`config.mk`:
```
export PLATFORM = sky130hd
export DESIGN_NAME = sun2_refresh_arb_flat
export DESIGN_NICKNAME = d
export VERILOG_FILES = /design/src/rtl/sun2_refresh_arb_if.sv /design/src/rtl/sun2_refresh_arb.sv /design/src/flat_wrapper.sv
export SDC_FILE = /design/constraint.sdc
export NUM_CORES = 1
export LEC_CHECK = 0
export ABC_AREA = 1
export BUFFER_PORTS_ARGS = -buffer_cell sky130_fd_sc_hd__clkbuf_2
export CORE_MARGIN = 8
export CORE_UTILIZATION = 50
export CTS_BUF_LIST = sky130_fd_sc_hd__clkbuf_16
export DETAILED_ROUTE_END_ITERATION = 7
export PLACE_DENSITY = 0.73
export SLEW_MARGIN = 20
export SYNTH_ARGS = -nofsm -noshare
export SYNTH_HDL_FRONTEND = slang
export SYNTH_SLANG_ARGS = --single-unit
```
`constraint.sdc`:
```
create_clock -name CLK -period 2.2 [get_ports CLK]
set_input_delay 0.11 -clock CLK [delete_from_list [all_inputs] [get_ports CLK]]
set_output_delay 0.11 -clock CLK [all_outputs]
set_load 0.005 [all_outputs]
```
`src/rtl/sun2_refresh_arb_if.sv`:
```
// Refresh arbiter signal bundle: timer handshake, CPU grant handshake,
// refresh strobes and status.
interface sun2_refresh_arb_if #(
  parameter int DEBT_W = 3
);
  logic              rreq;
  logic              ren_n;
  logic              cpu_req;
  logic              cpu_done;
  logic              cpu_gnt;
  logic              ras_n;
  logic              cas_n;
  logic              ref_busy;
  logic [DEBT_W-1:0] debt;
  logic              ovf;

  modport master (
    output rreq, cpu_req, cpu_done,
    input  ren_n, cpu_gnt, ras_n, cas_n, ref_busy, debt, ovf
  );

  modport slave (
    input  rreq, cpu_req, cpu_done,
    output ren_n, cpu_gnt, ras_n, cas_n, ref_busy, debt, ovf
  );
endinterface

```
`src/rtl/sun2_refresh_arb.sv`:
```
// DRAM refresh scheduler for the 120 CPU board: acknowledges timer requests,
// tracks owed refreshes and shares the array between CPU and CBR refresh.
module sun2_refresh_arb #(
  parameter int RAS_CYCLES = 4,
  parameter int PRE_CYCLES = 3,
  parameter int DEBT_W     = 3,
  parameter int URGENT     = 4
) (
  input logic                CLK,
  input logic                RESET_n,
  sun2_refresh_arb_if.slave  bus
);

  localparam int CNT_MAX = (RAS_CYCLES > PRE_CYCLES) ? RAS_CYCLES : PRE_CYCLES;
  localparam int CNT_W   = (CNT_MAX > 1) ? $clog2(CNT_MAX) : 1;
  localparam logic [CNT_W-1:0]  RAS_LAST = CNT_W'(RAS_CYCLES - 1);
  localparam logic [CNT_W-1:0]  PRE_LAST = CNT_W'(PRE_CYCLES - 1);
  localparam logic [DEBT_W-1:0] DEBT_MAX = {DEBT_W{1'b1}};
  localparam logic [DEBT_W-1:0] URGENT_D = DEBT_W'(URGENT);

  typedef enum logic [2:0] {
    ST_IDLE    = 3'd0,
    ST_CPU     = 3'd1,
    ST_CBR_CAS = 3'd2,
    ST_CBR_RAS = 3'd3,
    ST_PRE     = 3'd4
  } state_t;

  state_t            state_r;
  logic [CNT_W-1:0]  cnt_r;
  logic [DEBT_W-1:0] debt_r;
  logic              ren_n_r;
  logic              ovf_r;
  logic              cpu_gnt_r;
  logic              ras_n_r;
  logic              cas_n_r;
  logic              ref_busy_r;
  logic              inc_s;
  logic              dec_s;

  // Saturating owed-refresh update; a simultaneous count and retire cancel.
  function automatic logic [DEBT_W-1:0] debt_update(
    input logic [DEBT_W-1:0] cur,
    input logic              inc,
    input logic              dec
  );
    logic [DEBT_W-1:0] nxt;
    if (inc && !dec) begin
      if (cur == DEBT_MAX) begin
        nxt = cur;
      end else begin
        nxt = cur + DEBT_W'(1);
      end
    end else if (dec && !inc) begin
      nxt = cur - DEBT_W'(1);
    end else begin
      nxt = cur;
    end
    return nxt;
  endfunction

  // Count a timer request only while the acknowledge is idle; retire on PRE entry.
  always_comb begin
    inc_s = bus.rreq & ren_n_r;
    if ((state_r == ST_CBR_RAS) && (cnt_r == RAS_LAST)) begin
      dec_s = 1'b1;
    end else begin
      dec_s = 1'b0;
    end
  end

  // Acknowledge pulse, debt counter and sticky overflow flag.
  always_ff @(posedge CLK or negedge RESET_n) begin
    if (!RESET_n) begin
      ren_n_r <= 1'b1;
      debt_r  <= '0;
      ovf_r   <= 1'b0;
    end else begin
      ren_n_r <= ~inc_s;
      debt_r  <= debt_update(debt_r, inc_s, dec_s);
      if (inc_s && !dec_s && (debt_r == DEBT_MAX)) begin
        ovf_r <= 1'b1;
      end
    end
  end

  // Arbitration FSM; strobes, grant and busy are registered alongside the state.
  always_ff @(posedge CLK or negedge RESET_n) begin
    if (!RESET_n) begin
      state_r    <= ST_IDLE;
      cnt_r      <= '0;
      cpu_gnt_r  <= 1'b0;
      ras_n_r    <= 1'b1;
      cas_n_r    <= 1'b1;
      ref_busy_r <= 1'b0;
    end else begin
      case (state_r)
        ST_IDLE: begin
          cnt_r <= '0;
          // Urgent debt outranks the CPU; otherwise refresh only fills idle time.
          if (debt_r >= URGENT_D) begin
            state_r    <= ST_CBR_CAS;
            cas_n_r    <= 1'b0;
            ref_busy_r <= 1'b1;
          end else if (bus.cpu_req) begin
            state_r   <= ST_CPU;
            cpu_gnt_r <= 1'b1;
          end else if (debt_r != '0) begin
            state_r    <= ST_CBR_CAS;
            cas_n_r    <= 1'b0;
            ref_busy_r <= 1'b1;
          end else begin
            state_r <= ST_IDLE;
          end
        end
        ST_CPU: begin
          if (bus.cpu_done) begin
            state_r   <= ST_IDLE;
            cpu_gnt_r <= 1'b0;
          end else begin
            state_r <= ST_CPU;
          end
        end
        ST_CBR_CAS: begin
          state_r <= ST_CBR_RAS;
          ras_n_r <= 1'b0;
          cnt_r   <= '0;
        end
        ST_CBR_RAS: begin
          if (cnt_r == RAS_LAST) begin
            state_r <= ST_PRE;
            ras_n_r <= 1'b1;
            cas_n_r <= 1'b1;
            cnt_r   <= '0;
          end else begin
            cnt_r <= cnt_r + CNT_W'(1);
          end
        end
        ST_PRE: begin
          if (cnt_r == PRE_LAST) begin
            state_r    <= ST_IDLE;
            ref_busy_r <= 1'b0;
            cnt_r      <= '0;
          end else begin
            cnt_r <= cnt_r + CNT_W'(1);
          end
        end
        default: begin
          state_r    <= ST_IDLE;
          cnt_r      <= '0;
          cpu_gnt_r  <= 1'b0;
          ras_n_r    <= 1'b1;
          cas_n_r    <= 1'b1;
          ref_busy_r <= 1'b0;
        end
      endcase
    end
  end

  assign bus.ren_n    = ren_n_r;
  assign bus.debt     = debt_r;
  assign bus.ovf      = ovf_r;
  assign bus.cpu_gnt  = cpu_gnt_r;
  assign bus.ras_n    = ras_n_r;
  assign bus.cas_n    = cas_n_r;
  assign bus.ref_busy = ref_busy_r;

endmodule

```
`src/flat_wrapper.sv`:
```
// flat-port wrapper written by rule: the top's interface ports become plain ports
module sun2_refresh_arb_flat 
#(
  parameter int RAS_CYCLES = 4,
  parameter int PRE_CYCLES = 3,
  parameter int DEBT_W     = 3,
  parameter int URGENT     = 4
)
  (CLK, RESET_n, bus_rreq, bus_cpu_req, bus_cpu_done, bus_ren_n, bus_cpu_gnt, bus_ras_n, bus_cas_n, bus_ref_busy, bus_debt, bus_ovf);
  sun2_refresh_arb_if #(.DEBT_W(DEBT_W)) bus_i ();
  input logic CLK;
  input logic RESET_n;
  input wire logic [$bits(bus_i.rreq)-1:0] bus_rreq;
  input wire logic [$bits(bus_i.cpu_req)-1:0] bus_cpu_req;
  input wire logic [$bits(bus_i.cpu_done)-1:0] bus_cpu_done;
  output wire logic [$bits(bus_i.ren_n)-1:0] bus_ren_n;
  output wire logic [$bits(bus_i.cpu_gnt)-1:0] bus_cpu_gnt;
  output wire logic [$bits(bus_i.ras_n)-1:0] bus_ras_n;
  output wire logic [$bits(bus_i.cas_n)-1:0] bus_cas_n;
  output wire logic [$bits(bus_i.ref_busy)-1:0] bus_ref_busy;
  output wire logic [$bits(bus_i.debt)-1:0] bus_debt;
  output wire logic [$bits(bus_i.ovf)-1:0] bus_ovf;
  assign bus_i.rreq = bus_rreq;
  assign bus_i.cpu_req = bus_cpu_req;
  assign bus_i.cpu_done = bus_cpu_done;
  assign bus_ren_n = bus_i.ren_n;
  assign bus_cpu_gnt = bus_i.cpu_gnt;
  assign bus_ras_n = bus_i.ras_n;
  assign bus_cas_n = bus_i.cas_n;
  assign bus_ref_busy = bus_i.ref_busy;
  assign bus_debt = bus_i.debt;
  assign bus_ovf = bus_i.ovf;
  sun2_refresh_arb #(.RAS_CYCLES(RAS_CYCLES), .PRE_CYCLES(PRE_CYCLES), .DEBT_W(DEBT_W), .URGENT(URGENT)) u_core (.CLK(CLK), .RESET_n(RESET_n), .bus(bus_i));
endmodule
```
==> run_results.csv <==
group,metric,value,unit
place,post-place-cells,119,
grt,antenna_found_initial,0,
final_layout,final_cell_area,962,sq um
synthesis,syn_area,788,sq um
clocking,insertion_delay,0.25,ns
place,placed_area,873,sq um
synthesis,syn-num-nets,100,
detailed_routing,antenna_left,0,
timing,whs,0.0553,ns
detailed_routing,drc,0,
timing,timing.slew.headroom,0.765,
critical_path,timing.rr.start,"u_core.cnt_r[0]",
detailed_routing,drt_first_pass_iters,4,
grt,grt_pass1_vias,698,
critical_path,rr_worst_depth,10,
clocking,cts_tree,"yes",
synthesis,synth_edf_count,0,
synthesis,synth_mux_area_frac,0,
place,gp_congestion,0.778,
critical_path,path_class,"reg2reg",
detailed_routing,drt-vias-per-instance,5.40,
die,fp.coreArea,1490,sq um
synthesis,syn_avg_cell_area,8.76,sq um
place,hpwl,1260,um
final_layout,areaGrowthSynthToFinish,22.1,%
grt,grt_pass1_wl,3010,um
timing,period_needed,1.71,ns
status,outcome,"finished clean",
die,die_area,3100,sq um
synthesis,synth_seq_cells,14,
critical_path,setup.worst_path.start,"u_core.cnt_r[0]",
synthesis,yosysSeqAreaShare,0.449,
clocking,cts_resized,0,
critical_path,crit_arrival,1.84,ns
die,die-width,55.7,um
synthesis,ys_warn_count,0,
critical_path,r2r_setup_slack,0.49,ns
timing,clock_skew,0.00450,ns
synthesis,synthSimpleGateAreaFrac,0.322,
timing,finalSetupViolCount,0,
pwr,powerDensity,1500,nW/um^2
grt,grt-ovfl-total,0,
clocking,path_clk_slew,0.04,ns
synthesis,synthTopCellsByArea,"dfrtp_1, nand2_1, dfstp_2, ha_1, nand3_1",
die,io_pins,14,
critical_path,crit_end,"u_core.bus.debt[2]",
pwr,p_leak,0.496,nW
hold_path,hold_path_depth,2,
critical_path,required,2.33,ns
clocking,cts_root_buffer,"clkbuf_16",
synthesis,synth_top_family_by_area,"simple AND/OR/NAND/NOR gates",
grt,grt_use_total,0.118,
synthesis,synthAdderAreaFrac,0.0889,
critical_path,end_kind,"flip-flop",
clocking,postCtsSetupRepairBufs,0,
timing,rsz0062_at_grt,"no",
synthesis,synth_commonest_cells,"nand2_1, dfrtp_1, nand3_1",
synthesis,synth_most_common_cell,"nand2_1",
detailed_routing,wl_per_cell,13.6,um
die,num_rows,14,
critical_path,start_kind,"flip-flop",
clocking,cts_buffer_depth,2,
final_layout,post-route-util,0.646,
place,port_buffers,13,
critical_path,crit_fanout,4,
detailed_routing,drt_iter0_drc,14,
die,dieHeight,55.7,um
clocking,cts_hold_buf,1,
die,start_util,0.529,
grt,grt_max_degree,15,
synthesis,synth_xor_area_frac,0.0206,
pwr,vdd_drop_max,0.710,mV
synthesis,yosysTopAreaCellShare,0.349,
final_layout,nNetsFinal,119,
detailed_routing,drt_wl_total,1690,um
timing,drv_slew,0,
timing,hold_viol,0,
detailed_routing,via_count,669,
timing,worst_pin_slew,0.353,ns
timing,fmax,0.586,GHz
synthesis,synth_compound_area_frac,0.0667,
critical_path,rr_endpoint,"u_core.bus.debt[2]",
synthesis,synth.distinct_cells,21,
synthesis,synth.largest_area_cell,"dfrtp_1",
hold_path,hold_class,"in2reg",
final_layout,instances_no_fill,124,
timing,final.setup.tns,0,ns
flow_run,maxCapViolations,0,
clocking,cts.sinks,14,
clocking,htree_num_levels,1,
timing,timing.final.crit_share,0.775,
clocking,cts_buffers,3,
final_layout,drive_above_1_share,0.315,
final_layout,fillers,132,
synthesis,async_flop_share,1.00,
synthesis,synthCells,90,
final_layout,n_antenna_cell,0,
synthesis,synth_ff_type,"dfrtp_1",
registers in the layout, indices dropped and copies added, names as in the netlist:
register and cells:
u_core.bus.ren_n 1, u_core.state_r 3, u_core.bus.ref_busy 1, u_core.bus.ras_n 1
u_core.bus.cas_n 1, u_core.bus.debt 3, u_core.bus.cpu_gnt 1, u_core.bus.ovf 1
u_core.cnt_r 2
logic make-up (layout without fill, tap and decap cells):
kind of cell	after synthesis	after routing
flip-flops	14	14
buffers and inverters	11	29
XOR/XNOR	1	1
adder cells (fa/ha/maj)	5	5
AND/OR/NAND/NOR	50	50
AO/OA/AOI/OAI	9	9
how the worst min path moves through the flow:
stage,startpoint,endpoint
after CTS,bus_rreq,u_core.bus.ren_n
after floorplan,RESET_n,u_core.bus.cpu_gnt
after detailed placement,RESET_n,u_core.bus.debt[1]
after global placement,RESET_n,u_core.bus.debt[1]
final,bus_rreq,u_core.bus.ren_n
after global routing,bus_rreq,u_core.bus.ren_n
critical path, stage by stage (launching register included):
cell     delay (ns)
dfrtp_1        0.39
ha_1           0.25
nand4_2        0.15
nand2_2        0.09
fa_1           0.38
inv_1          0.08
nand2_2        0.05
nand2_2        0.05
nand2_1        0.05
nand2_1        0.05
nand2_1        0.04
cell type report:
class	instances	area [sq um]	area share
multi-input combinational	65	393	0.408
timing repair buffer	14	75.1	0.0780
sequential	14	354	0.368
tap	16	20.0	0.0208
inverter	11	41.3	0.0429
clock buffer	3	75.1	0.0780
clock inverter	1	3.75	0.00390
layout by cell type, fill, tap and decap left out, drive strengths merged:
| cell type | instances |
|---|---|
| nand2 | 27 |
| nand3 | 13 |
| clkinv | 1 |
| nor2 | 7 |
| nor3 | 1 |
| dfstp | 3 |
| fa | 1 |
| dfrtp | 11 |
| o21ai | 4 |
| dlygate4sd3 | 1 |
| nand4 | 2 |
| inv | 11 |
| o21bai | 1 |
| a21oi | 2 |
| xor2 | 1 |
| ha | 4 |
| clkbuf | 16 |
| o211ai | 2 |
through the flow:
step	total power, mW	setup WS (ns)
global placement	1.07	0.547
floorplan	0.907	0.582
global route	1.57	0.369
detailed placement	1.09	0.493
finish	1.44	0.494
CTS	1.45	0.483
metal layers:
| layer | vias up | global-route usage | share of wire | routed length [um] |
|---|---|---|---|---|
| li1 | 330 | - | - | - |
| met1 | 313 | 0.130 | 0.43 | 733 |
| met2 | 21 | 0.192 | 0.49 | 835 |
| met3 | 5 | 0.0388 | 0.053 | 89 |
| met4 | 0 | 0.0634 | 0.020 | 34 |
| met5 | - | 0 | 0 | 0 |
power breakdown:
| group | total [mW] | leakage [nW] | switching, mW | internal (mW) |
|---|---|---|---|---|
| logic | 0.594 | 0.293 | 0.359 | 0.235 |
| clock network | 0.347 | 0.0385 | 0.107 | 0.240 |
| registers | 0.502 | 0.164 | 0.115 | 0.386 |
| total | 1.44 | 0.496 | 0.581 | 0.862 |
(Power assumes the default switching activity.)
